--- config.mk ---
export PLATFORM = sky130hd
export DESIGN_NAME = mc_control_flat
export DESIGN_NICKNAME = d
export VERILOG_FILES = /design/src/rtl/mc_control_if.sv /design/src/rtl/mc_control.sv /design/src/flat_wrapper.sv
export SDC_FILE = /design/constraint.sdc
export NUM_CORES = 1
export LEC_CHECK = 0
export ABC_AREA = 0
export CAP_MARGIN = 30
export CORE_UTILIZATION = 49
export CTS_CLUSTER_DIAMETER = 150
export DETAILED_ROUTE_END_ITERATION = 8
export MAX_ROUTING_LAYER = met4
export PLACE_DENSITY = 0.82
export REMOVE_ABC_BUFFERS = 1
export SLEW_MARGIN = 20
export SYNTH_ARGS = -nofsm -noshare
export SYNTH_HDL_FRONTEND = slang
export SYNTH_SLANG_ARGS = --single-unit
--- constraint.sdc ---
create_clock -name clk -period 2.3 [get_ports clk]
set_input_delay 0.46 -clock clk [delete_from_list [all_inputs] [get_ports clk]]
set_output_delay 0.46 -clock clk [all_outputs]
set_load 0.02 [all_outputs]
--- src/rtl/mc_control_if.sv ---
// Handshake bundle between the instruction datapath and the multi-cycle controller.
// The master drives instruction/flag inputs; the slave (controller) drives strobes, selects and state.
interface mc_control_if;
    logic       en;
    logic [5:0] opcode;
    logic [5:0] funct;
    logic       zero;
    logic       pc_write;
    logic [1:0] pc_src;
    logic       ir_write;
    logic       mem_read;
    logic       mem_write;
    logic       reg_write;
    logic [1:0] reg_dst;
    logic [1:0] mem_to_reg;
    logic       alu_src_a;
    logic [1:0] alu_src_b;
    logic [3:0] alu_op;
    logic [3:0] state;
    logic       illegal;

    modport master (
        output en, opcode, funct, zero,
        input  pc_write, pc_src, ir_write, mem_read, mem_write, reg_write,
               reg_dst, mem_to_reg, alu_src_a, alu_src_b, alu_op, state, illegal
    );

    modport slave (
        input  en, opcode, funct, zero,
        output pc_write, pc_src, ir_write, mem_read, mem_write, reg_write,
               reg_dst, mem_to_reg, alu_src_a, alu_src_b, alu_op, state, illegal
    );
endinterface

--- src/rtl/mc_control.sv ---
// Multi-cycle MIPS-subset control FSM. Controls are registered alongside the state;
// only the en/rst strobe gating and the branch zero test are combinational.
module mc_control (
    input  logic         clk,
    input  logic         rst,
    mc_control_if.slave  bus
);
    typedef enum logic [3:0] {
        FETCH   = 4'd0,  DECODE = 4'd1,  MEMADR = 4'd2, MEMRD  = 4'd3,
        MEMWB   = 4'd4,  MEMWR  = 4'd5,  RTEXEC = 4'd6, RTWB   = 4'd7,
        BRANCH  = 4'd8,  IEXEC  = 4'd9,  IWB    = 4'd10, JUMP  = 4'd11,
        ILLEGAL = 4'd15
    } state_t;

    typedef struct packed {
        logic       pc_write;
        logic [1:0] pc_src;
        logic       ir_write;
        logic       mem_read;
        logic       mem_write;
        logic       reg_write;
        logic [1:0] reg_dst;
        logic [1:0] mem_to_reg;
        logic       alu_src_a;
        logic [1:0] alu_src_b;
        logic [3:0] alu_op;
        logic       br_ne;
    } ctl_t;

    localparam logic [5:0] OP_RTYPE = 6'b000000, OP_LW  = 6'b100011, OP_SW  = 6'b101011;
    localparam logic [5:0] OP_BEQ   = 6'b000100, OP_BNE = 6'b000101, OP_ADDI = 6'b001000;
    localparam logic [5:0] OP_ORI   = 6'b001101, OP_J   = 6'b000010, OP_JAL = 6'b000011;
    localparam logic [5:0] FN_ADD = 6'b100000, FN_SUB = 6'b100010, FN_AND = 6'b100100;
    localparam logic [5:0] FN_OR  = 6'b100101, FN_SLT = 6'b101010, FN_SLL = 6'b000000;
    localparam logic [5:0] FN_JR  = 6'b001000;
    localparam logic [3:0] ALU_ADD = 4'd0, ALU_SUB = 4'd1, ALU_AND = 4'd2;
    localparam logic [3:0] ALU_OR  = 4'd3, ALU_SLT = 4'd4, ALU_SLL = 4'd5;

    state_t state_q, state_d;
    ctl_t   ctl_q;
    logic   illegal_q;

    function automatic logic funct_ok(input logic [5:0] fn);
        return (fn == FN_ADD) || (fn == FN_SUB) || (fn == FN_AND) || (fn == FN_OR) ||
               (fn == FN_SLT) || (fn == FN_SLL) || (fn == FN_JR);
    endfunction

    // Controls for a given state; opcode/funct come from the IR, stable past FETCH.
    function automatic ctl_t decode_ctl(input state_t s, input logic [5:0] op, input logic [5:0] fn);
        ctl_t c;
        c = '0;
        case (s)
            FETCH: begin
                c.ir_write  = 1'b1;
                c.pc_write  = 1'b1;
                c.alu_src_b = 2'b01;
                c.alu_op    = ALU_ADD;
            end
            DECODE: c.alu_src_b = 2'b10;
            MEMADR: begin
                c.alu_src_a = 1'b1;
                c.alu_src_b = 2'b10;
            end
            MEMRD: c.mem_read = 1'b1;
            MEMWB: begin
                c.reg_write  = 1'b1;
                c.mem_to_reg = 2'b01;
            end
            MEMWR: c.mem_write = 1'b1;
            RTEXEC: begin
                c.alu_src_a = 1'b1;
                case (fn)
                    FN_SUB: c.alu_op = ALU_SUB;
                    FN_AND: c.alu_op = ALU_AND;
                    FN_OR:  c.alu_op = ALU_OR;
                    FN_SLT: c.alu_op = ALU_SLT;
                    FN_SLL: c.alu_op = ALU_SLL;
                    FN_JR: begin
                        c.pc_write = 1'b1;
                        c.pc_src   = 2'b11;
                    end
                    default: c.alu_op = ALU_ADD;
                endcase
            end
            RTWB: begin
                c.reg_write = 1'b1;
                c.reg_dst   = 2'b01;
            end
            BRANCH: begin
                c.alu_src_a = 1'b1;
                c.alu_op    = ALU_SUB;
                c.pc_src    = 2'b01;
                c.br_ne     = (op == OP_BNE);
            end
            IEXEC: begin
                c.alu_src_a = 1'b1;
                if (op == OP_ORI) begin
                    c.alu_src_b = 2'b11;
                    c.alu_op    = ALU_OR;
                end else begin
                    c.alu_src_b = 2'b10;
                end
            end
            IWB: c.reg_write = 1'b1;
            JUMP: begin
                c.pc_write = 1'b1;
                c.pc_src   = 2'b10;
                if (op == OP_JAL) begin
                    c.reg_write  = 1'b1;
                    c.reg_dst    = 2'b10;
                    c.mem_to_reg = 2'b10;
                end
            end
            default: c = '0;
        endcase
        return c;
    endfunction

    always_comb begin
        state_d = FETCH;
        case (state_q)
            FETCH:  state_d = DECODE;
            DECODE: begin
                case (bus.opcode)
                    OP_LW, OP_SW:    state_d = MEMADR;
                    OP_RTYPE:        state_d = funct_ok(bus.funct) ? RTEXEC : ILLEGAL;
                    OP_BEQ, OP_BNE:  state_d = BRANCH;
                    OP_ADDI, OP_ORI: state_d = IEXEC;
                    OP_J, OP_JAL:    state_d = JUMP;
                    default:         state_d = ILLEGAL;
                endcase
            end
            MEMADR:  state_d = (bus.opcode == OP_LW) ? MEMRD : MEMWR;
            MEMRD:   state_d = MEMWB;
            RTEXEC:  state_d = (bus.funct == FN_JR) ? FETCH : RTWB;
            IEXEC:   state_d = IWB;
            ILLEGAL: state_d = ILLEGAL;
            default: state_d = FETCH;
        endcase
    end

    always_ff @(posedge clk or posedge rst) begin
        if (rst) begin
            state_q   <= FETCH;
            ctl_q     <= decode_ctl(FETCH, 6'd0, 6'd0);
            illegal_q <= 1'b0;
        end else if (bus.en) begin
            state_q   <= state_d;
            ctl_q     <= decode_ctl(state_d, bus.opcode, bus.funct);
            illegal_q <= illegal_q | (state_d == ILLEGAL);
        end
    end

    // Strobes are dropped immediately when stalled or in reset; selects pass through.
    logic strobe_en;
    assign strobe_en      = bus.en & ~rst;
    assign bus.pc_write   = strobe_en & (ctl_q.pc_write |
                            ((state_q == BRANCH) & (bus.zero ^ ctl_q.br_ne)));
    assign bus.ir_write   = strobe_en & ctl_q.ir_write;
    assign bus.mem_read   = strobe_en & ctl_q.mem_read;
    assign bus.mem_write  = strobe_en & ctl_q.mem_write;
    assign bus.reg_write  = strobe_en & ctl_q.reg_write;
    assign bus.pc_src     = ctl_q.pc_src;
    assign bus.reg_dst    = ctl_q.reg_dst;
    assign bus.mem_to_reg = ctl_q.mem_to_reg;
    assign bus.alu_src_a  = ctl_q.alu_src_a;
    assign bus.alu_src_b  = ctl_q.alu_src_b;
    assign bus.alu_op     = ctl_q.alu_op;
    assign bus.state      = state_q;
    assign bus.illegal    = illegal_q;
endmodule

--- src/flat_wrapper.sv ---
// flat-port wrapper written by rule: the top's interface ports become plain ports
module mc_control_flat 
  (clk, rst, bus_en, bus_opcode, bus_funct, bus_zero, bus_pc_write, bus_pc_src, bus_ir_write, bus_mem_read, bus_mem_write, bus_reg_write, bus_reg_dst, bus_mem_to_reg, bus_alu_src_a, bus_alu_src_b, bus_alu_op, bus_state, bus_illegal);
  mc_control_if bus_i ();
  input  logic clk;
  input  logic rst;
  input wire logic [$bits(bus_i.en)-1:0] bus_en;
  input wire logic [$bits(bus_i.opcode)-1:0] bus_opcode;
  input wire logic [$bits(bus_i.funct)-1:0] bus_funct;
  input wire logic [$bits(bus_i.zero)-1:0] bus_zero;
  output wire logic [$bits(bus_i.pc_write)-1:0] bus_pc_write;
  output wire logic [$bits(bus_i.pc_src)-1:0] bus_pc_src;
  output wire logic [$bits(bus_i.ir_write)-1:0] bus_ir_write;
  output wire logic [$bits(bus_i.mem_read)-1:0] bus_mem_read;
  output wire logic [$bits(bus_i.mem_write)-1:0] bus_mem_write;
  output wire logic [$bits(bus_i.reg_write)-1:0] bus_reg_write;
  output wire logic [$bits(bus_i.reg_dst)-1:0] bus_reg_dst;
  output wire logic [$bits(bus_i.mem_to_reg)-1:0] bus_mem_to_reg;
  output wire logic [$bits(bus_i.alu_src_a)-1:0] bus_alu_src_a;
  output wire logic [$bits(bus_i.alu_src_b)-1:0] bus_alu_src_b;
  output wire logic [$bits(bus_i.alu_op)-1:0] bus_alu_op;
  output wire logic [$bits(bus_i.state)-1:0] bus_state;
  output wire logic [$bits(bus_i.illegal)-1:0] bus_illegal;
  assign bus_i.en = bus_en;
  assign bus_i.opcode = bus_opcode;
  assign bus_i.funct = bus_funct;
  assign bus_i.zero = bus_zero;
  assign bus_pc_write = bus_i.pc_write;
  assign bus_pc_src = bus_i.pc_src;
  assign bus_ir_write = bus_i.ir_write;
  assign bus_mem_read = bus_i.mem_read;
  assign bus_mem_write = bus_i.mem_write;
  assign bus_reg_write = bus_i.reg_write;
  assign bus_reg_dst = bus_i.reg_dst;
  assign bus_mem_to_reg = bus_i.mem_to_reg;
  assign bus_alu_src_a = bus_i.alu_src_a;
  assign bus_alu_src_b = bus_i.alu_src_b;
  assign bus_alu_op = bus_i.alu_op;
  assign bus_state = bus_i.state;
  assign bus_illegal = bus_i.illegal;
  mc_control u_core (.clk(clk), .rst(rst), .bus(bus_i));
endmodule
==> impl_metrics.json, run 1 <==
{
  "yosys.area.top_type_share_pct": 29.5,
  "crit_required_ns": 2.53,
  "timing.critical_path.max_delay_family": "simple AND/OR/NAND/NOR gates",
  "timing.final.hold_violations": 0,
  "flip_flop_count_of_the_largest_register_after_layout": 6,
  "sw_frac_of_total_pct": 42.9,
  "timing.critical_path.to_type": "flip-flop",
  "finalNetCount": 260,
  "tritoncts_num_sinks": 22,
  "avgViaCountPerCell": 5.94,
  "end_of_the_worst_hold_path": "u_core.bus.illegal$_DFFE_PP0P_",
  "synthAdderAreaFrac_pct": 0,
  "synth_seq_area_share_pct": 34.4,
  "clockPowerShare_pct": 11.2,
  "die-width_um": 59.4,
  "fill_cells": 251,
  "fin_setup_tns_ns": 0,
  "design.core.area_um2": 3080,
  "finalClockSkew_ns": 0.00384,
  "antennaDiodeCount": 0,
  "max_flop_register": "u_core.ctl_q",
  "synthArstFlopShare_pct": 100,
  "setup_viol": 0,
  "rsz0062_at_grt": "yes",
  "slew_viol_final": 0,
  "global_route.overflow_total": 0,
  "area_delta_synth_final_pct": 37.5,
  "yosys.area_share.xor_xnor_pct": 1.63,
  "clock_latency_late_sink_ns": 0.31,
  "synth_simple_gate_area_share_pct": 29.6,
  "intPower_mw": 1.14,
  "drt_pass1_iterations": 4,
  "grtUsageTotal_pct": 28.9,
  "maximum_vdd_drop_v": 0.000527,
  "drt.antenna.violating_nets": 0,
  "routed_vias": 1706,
  "post_synth_top_flop": "sky130_fd_sc_hd__dfrtp_1",
  "synth_top_family_by_area": "simple AND/OR/NAND/NOR gates",
  "status": "complete, no violations",
  "post-synth-top-count-cell": "sky130_fd_sc_hd__dfrtp_1",
  "setup.worst_path.start": "bus_opcode[1]",
  "place_congestion": 0.941,
  "drt-initial-drc-count": 81,
  "tritoncts": "built",
  "pre_cts_slack_ns": -0.304,
  "hold-path-cell-count": 1,
  "die_height_um": 59.4,
  "drcViolationCount": 0,
  "max_cap_violations": 0,
  "synth-edff-count": 0,
  "antenna_found_initial": 0,
  "area_fraction_in_compound_gates_after_synthesis_pct": 22.8,
  "ctsHtreeMaxLevel": 1,
  "setup.worst_path.class": "input pin to flip-flop",
  "total_power_mw": 1.99,
  "synthDominantAreaCellType": "sky130_fd_sc_hd__dfrtp_1",
  "power_frac_comb_pct": 58.7,
  "reg2reg_setup_slack_ns": 0.16,
  "fmaxAchievable_mhz": 450,
  "dp_hpwl_mm": 3.67,
  "buffer_ports.inserted": 37,
  "grt_start_max_net_pins": 16,
  "worst_path_largest_cell_delay_ns": 0.57,
  "critical_path.slowest_cell": "sky130_fd_sc_hd__or4_4",
  "cell_area_synth_um2": 1610,
  "layout_worst_path_cycle_share_pct": 96.6,
  "r2r-end": "u_core.bus.alu_op[0]$_DFFE_PP0P_",
  "final_layout_size_suffix_gt1_share_pct": 24.7,
  "timing.final.ws_setup_ns": 0.0777,
  "critical_path_peak_fanout": 6,
  "utilization_pct": 72.1,
  "synth_warnings": 0,
  "synth-seq-cells": 22,
  "muxShareOfSynthArea_pct": 2.02,
  "worst-path-buf-inv": 1,
  "netlist_top_cells_area": "sky130_fd_sc_hd__dfrtp_1 (29%), sky130_fd_sc_hd__buf_4 (5.6%), sky130_fd_sc_hd__dfstp_2 (4.9%)",
  "rr_startpoint": "u_core.bus.state[3]$_DFFE_PP0P_",
  "synth_common_cells": "sky130_fd_sc_hd__dfrtp_1 (19), sky130_fd_sc_hd__nand2_1 (16), sky130_fd_sc_hd__nor2_1 (13)",
  "placedCellCount": 283,
  "routedWlPerCell_um": 16.4,
  "synthesis.area_per_instance_um2": 8.58,
  "power.sequential.fraction_pct": 30.1,
  "finalNonFillerCells": 287,
  "grt_pass1_wl_mm": 7.42,
  "ioPinCount": 39,
  "period_minus_slack_ns": 2.22,
  "syn-instance-count": 188,
  "initial_core_util_pct": 52.4,
  "critPathArrivalTime_ns": 2.46,
  "number_of_distinct_library_cells_after_synthesis": 57,
  "cts-root-to-sink-buffers": 2,
  "first_global_vias": 1661,
  "die-area_um2": 3520,
  "total_leakage_power_nw": 0.973,
  "clk_root_buffer_cell": "sky130_fd_sc_hd__clkbuf_4",
  "tritoncts.num_buffers": 3,
  "hp-start": "u_core.bus.illegal$_DFFE_PP0P_",
  "critPathLaunchType": "input pin",
  "power_switching_mw": 0.852,
  "clock_slew_at_reported_path_ffs_ns": 0.13,
  "power-per-cell-area_nw_per_um2": 896,
  "worst-r2r-cell-count": 6,
  "path_class_of_the_lowest_slack_min_delay_path": "flip-flop to flip-flop",
  "num_rows": 20,
  "worst_path_cell_chain": "clkdlybuf4s50_1 -> or4_4 -> o22a_1 -> o2bb2ai_2 -> nor2_4 -> nand4_2 -> a22oi_1",
  "drt_wl_total_mm": 4.70
}
## stage by stage
step | hold WS, ns | cell area, um2
after global routing | 0.517 | 2220
after floorplan | 0.458 | 1480
final | 0.495 | 2220
after CTS | 0.496 | 2210
after detailed placement | 0.467 | 2180
after global placement | 0.456 | 2180
## how the worst max path moves through the flow
| stage | endpoint | slack [ns] | cells past startpoint |
|---|---|---|---|
| 6_report | u_core.bus.alu_op[0]$_DFFE_PP0P_ | 0.08 | 7 |
| 3_5_place_dp | u_core.bus.alu_op[2]$_DFFE_PP0P_ | -0.30 | 7 |
| 2_1_floorplan | u_core.bus.alu_op[0]$_DFFE_PP0P_ | 0.34 | 6 |
| 5_1_grt | u_core.ctl_q[15]$_DFFE_PP1P_ | -0.01 | 8 |
| 4_1_cts | u_core.bus.alu_op[0]$_DFFE_PP0P_ | 0.01 | 7 |
| 3_3_place_gp | bus_pc_write | -0.20 | 5 |
## cells in the final DEF, fill, tap and decap left out, types with 4 or more instances in the layout
master / instances
sky130_fd_sc_hd__a21oi_1: 6
sky130_fd_sc_hd__and3_1: 6
sky130_fd_sc_hd__buf_4: 36
sky130_fd_sc_hd__clkdlybuf4s50_1: 32
sky130_fd_sc_hd__dfrtp_1: 19
sky130_fd_sc_hd__dlygate4sd2_1: 4
sky130_fd_sc_hd__inv_1: 4
sky130_fd_sc_hd__nand2_1: 16
sky130_fd_sc_hd__nand3_1: 7
sky130_fd_sc_hd__nand4_1: 7
sky130_fd_sc_hd__nor2_1: 13
sky130_fd_sc_hd__nor2b_1: 5
sky130_fd_sc_hd__nor3_1: 11
sky130_fd_sc_hd__o21ai_0: 9
## kinds of logic (layout without fill, tap and decap cells)
| kind of cell | after synthesis | after routing |
|---|---|---|
| flip-flops | 22 | 22 |
| buffers and inverters | 27 | 82 |
| AND/OR/NAND/NOR | 84 | 84 |
| multiplexers | 3 | 3 |
| AO/OA/AOI/OAI | 48 | 48 |
| XOR/XNOR | 3 | 3 |
| other | 1 | 1 |
## layer usage
layer | global-route usage, % | vias up | share of wire, %
met1 | 34.2 | 807 | 40
met2 | 52.3 | 88 | 52
li1 | - | 802 | -
met4 | 4.08 | 0 | 1.2
met5 | - | - | 0
met3 | 4.59 | 9 | 6.8
## repair_timing
item | in CTS | in global routing
resized for setup | 5 | 7
setup buffers | 0 | 0
hold buffers | 0 | 0
endpoints found under the setup margin | 5 | 12
hold endpoints to repair | 0 | 0
## layout make-up
cell class | instances | area [um2] | share of cell area [%]
clock buffers | 4 | 36.3 | 1.64
flip-flops and latches | 22 | 554 | 25.0
well taps | 44 | 55.1 | 2.48
multi-input cells | 139 | 923 | 41.6
repair buffers | 73 | 631 | 28.4
inverters | 5 | 18.8 | 0.846
## power groups by stage
| stage | sequential (mW) | clock, mW | combinational (mW) |
|---|---|---|---|
| final | 0.599 | 0.222 | 1.17 |
| after global routing | 0.609 | 0.230 | 1.25 |
| after CTS | 0.598 | 0.219 | 1.15 |
| after detailed placement | 0.607 | 0 | 1.15 |
| after global placement | 0.604 | 0 | 1.13 |
| after floorplan | 0.696 | 0 | 0.555 |
Power figures use the tool's default switching activity.
==> inputs of run 2 (changes only) <==
--- a/config.mk
+++ b/config.mk
@@ -7,13 +7,15 @@
 export LEC_CHECK = 0
 export ABC_AREA = 0
 export CAP_MARGIN = 30
-export CORE_UTILIZATION = 49
+export CORE_UTILIZATION = 43
 export CTS_CLUSTER_DIAMETER = 150
 export DETAILED_ROUTE_END_ITERATION = 8
 export MAX_ROUTING_LAYER = met4
-export PLACE_DENSITY = 0.82
+export PLACE_DENSITY = 0.74
 export REMOVE_ABC_BUFFERS = 1
+export SKIP_CTS_REPAIR_TIMING = 1
 export SLEW_MARGIN = 20
 export SYNTH_ARGS = -nofsm -noshare
 export SYNTH_HDL_FRONTEND = slang
 export SYNTH_SLANG_ARGS = --single-unit
+export TNS_END_PERCENT = 20
==> impl_metrics.json, run 2 (synthesis gave the netlist of run 1 again) <==
{
  "status": "complete, but fails checks",
  "violations": "negative setup slack",
  "path_class_of_the_lowest_slack_min_delay_path": "flip-flop to flip-flop",
  "tritoncts_num_sinks": 22,
  "critical_path.slowest_cell": "sky130_fd_sc_hd__or4_4",
  "pre_cts_slack_ns": -0.308,
  "grt_start_max_net_pins": 16,
  "timing.final.hold_violations": 0,
  "fill_cells": 307,
  "routedWlPerCell_um": 16.5,
  "worst_path_cell_chain": "clkdlybuf4s50_1 -> or4_4 -> o22a_1 -> o2bb2ai_2 -> nor2_4 -> nand4_4 -> a22oi_1",
  "maximum_vdd_drop_v": 0.000622,
  "grtUsageTotal_pct": 25.9,
  "global_route.overflow_total": 0,
  "cts-root-to-sink-buffers": 2,
  "flip_flop_count_of_the_largest_register_after_layout": 6,
  "area_delta_synth_final_pct": 41.9,
  "grt_pass1_wl_mm": 7.82,
  "rr_startpoint": "u_core.bus.state[3]$_DFFE_PP0P_",
  "design.core.area_um2": 3470,
  "avgViaCountPerCell": 5.86,
  "drcViolationCount": 0,
  "hold-path-cell-count": 1,
  "ctsHtreeMaxLevel": 1,
  "timing.final.ws_setup_ns": -0.0152,
  "die-area_um2": 4000,
  "ioPinCount": 39,
  "reg2reg_setup_slack_ns": 0.21,
  "clock_latency_late_sink_ns": 0.26,
  "dp_hpwl_mm": 3.76,
  "num_rows": 21,
  "setup.worst_path.class": "input pin to flip-flop",
  "timing.critical_path.to_type": "flip-flop",
  "max_cap_violations": 0,
  "drt.antenna.violating_nets": 0,
  "slew_viol_final": 0,
  "total_leakage_power_nw": 1.06,
  "clock_slew_at_reported_path_ffs_ns": 0.08,
  "critPathArrivalTime_ns": 2.49,
  "routed_vias": 1704,
  "fmaxAchievable_mhz": 432,
  "die-width_um": 63.2,
  "multi_input_comb_area_um2": 945,
  "worst-r2r-cell-count": 6,
  "dpl_cell_area_um2": 2190,
  "period_minus_slack_ns": 2.32,
  "worst_path_largest_cell_delay_ns": 0.56,
  "utilization_pct": 66.0,
  "rsz0062_at_grt": "yes",
  "layout.cells.most_common_list": "sky130_fd_sc_hd__buf_4 (38), sky130_fd_sc_hd__clkdlybuf4s50_1 (32), sky130_fd_sc_hd__dfrtp_1 (19)",
  "first_global_vias": 1670,
  "crit_required_ns": 2.48,
  "die_height_um": 63.2,
  "hp-start": "u_core.bus.illegal$_DFFE_PP0P_",
  "critical_path_peak_fanout": 6,
  "setup_viol": 1,
  "power-per-cell-area_nw_per_um2": 909,
  "r2r-end": "u_core.bus.alu_op[0]$_DFFE_PP0P_",
  "layout_worst_path_cycle_share_pct": 101,
  "end_of_the_worst_hold_path": "u_core.bus.illegal$_DFFE_PP0P_",
  "mostFrequentLayoutCell": "sky130_fd_sc_hd__buf_4",
  "clk_root_buffer_cell": "sky130_fd_sc_hd__clkbuf_8",
  "post-route-cell-area_um2": 2290,
  "antenna_found_initial": 0,
  "final_layout_size_suffix_gt1_share_pct": 25.7,
  "finalNetCount": 262,
  "buffer_ports.inserted": 37,
  "drt_pass1_iterations": 4,
  "max_flop_register": "u_core.ctl_q",
  "drt_wl_total_mm": 4.80,
  "tritoncts": "built",
  "tritoncts.num_buffers": 3,
  "critPathLaunchType": "input pin",
  "initial_core_util_pct": 46.5,
  "antennaDiodeCount": 0,
  "seqCellArea_um2": 554,
  "drt-initial-drc-count": 108,
  "place_congestion": 0.924,
  "finalClockSkew_ns": 0.00593
}
## run 2: cell types whose count changed in the layout (fill, tap and decap cells not counted), moves of 2 or more
cell,change
sky130_fd_sc_hd__dlymetal6s2s_1,+5
sky130_fd_sc_hd__buf_4,+2
sky130_fd_sc_hd__clkbuf_4,-3
sky130_fd_sc_hd__clkbuf_8,+2
sky130_fd_sc_hd__dlygate4sd2_1,-4
## run 2: worst max-delay path by stage
stage / from / end / cells after the start
finish: bus_opcode[3] / u_core.bus.alu_op[0]$_DFFE_PP0P_ / 7
global route: bus_opcode[1] / u_core.bus.alu_op[0]$_DFFE_PP0P_ / 7
CTS: bus_zero / bus_pc_write / 5
detailed placement: bus_opcode[3] / u_core.bus.alu_op[0]$_DFFE_PP0P_ / 7
global placement: bus_opcode[3] / u_core.bus.alu_op[0]$_DFFE_PP0P_ / 7
floorplan: bus_opcode[1] / u_core.bus.alu_op[0]$_DFFE_PP0P_ / 6
## run 2: worst max-delay path: cells and delay by family
kind | cells | cell delay (ns)
AND/OR/NAND/NOR | 3 | 0.92
AO/OA/AOI/OAI | 3 | 0.64
buffers and inverters | 1 | 0.47
## run 2: power breakdown
group          total, mW  switching (mW)  leakage, nW  internal (mW)
registers          0.601           0.101        0.281          0.500
logic               1.23           0.668        0.754          0.565
clock network      0.246           0.123       0.0228          0.124
## run 2: metrics by stage
stage / cells / setup TNS [ns] / hold WS (ns) / power, mW
2_1_floorplan: 166 / 0 / 0.458 / 1.25
3_3_place_gp: 287 / -2.85 / 0.462 / 1.78
3_5_place_dp: 287 / -4.20 / 0.463 / 1.78
4_1_cts: 291 / -0.622 / 0.488 / 2.03
5_1_grt: 291 / -0.305 / 0.504 / 2.20
6_report: 291 / -0.0152 / 0.478 / 2.08
## run 2: layout make-up
| cell class | instances | area share, % |
|---|---|---|
| clock buffer | 4 | 1.97 |
| inverter | 5 | 0.820 |
| multi-input combinational | 139 | 41.3 |
| sequential | 22 | 24.2 |
| tap | 46 | 2.52 |
| timing repair buffer | 75 | 29.2 |
## run 2: routing by layer
metal  up-vias  track usage, %  share of wire [%]
met1       825            30.9                 43
met4         0            6.25                2.0
li1        809               -                  -
met5         -               -                  0
met3         9            3.80                4.2
met2        61            45.7                 50
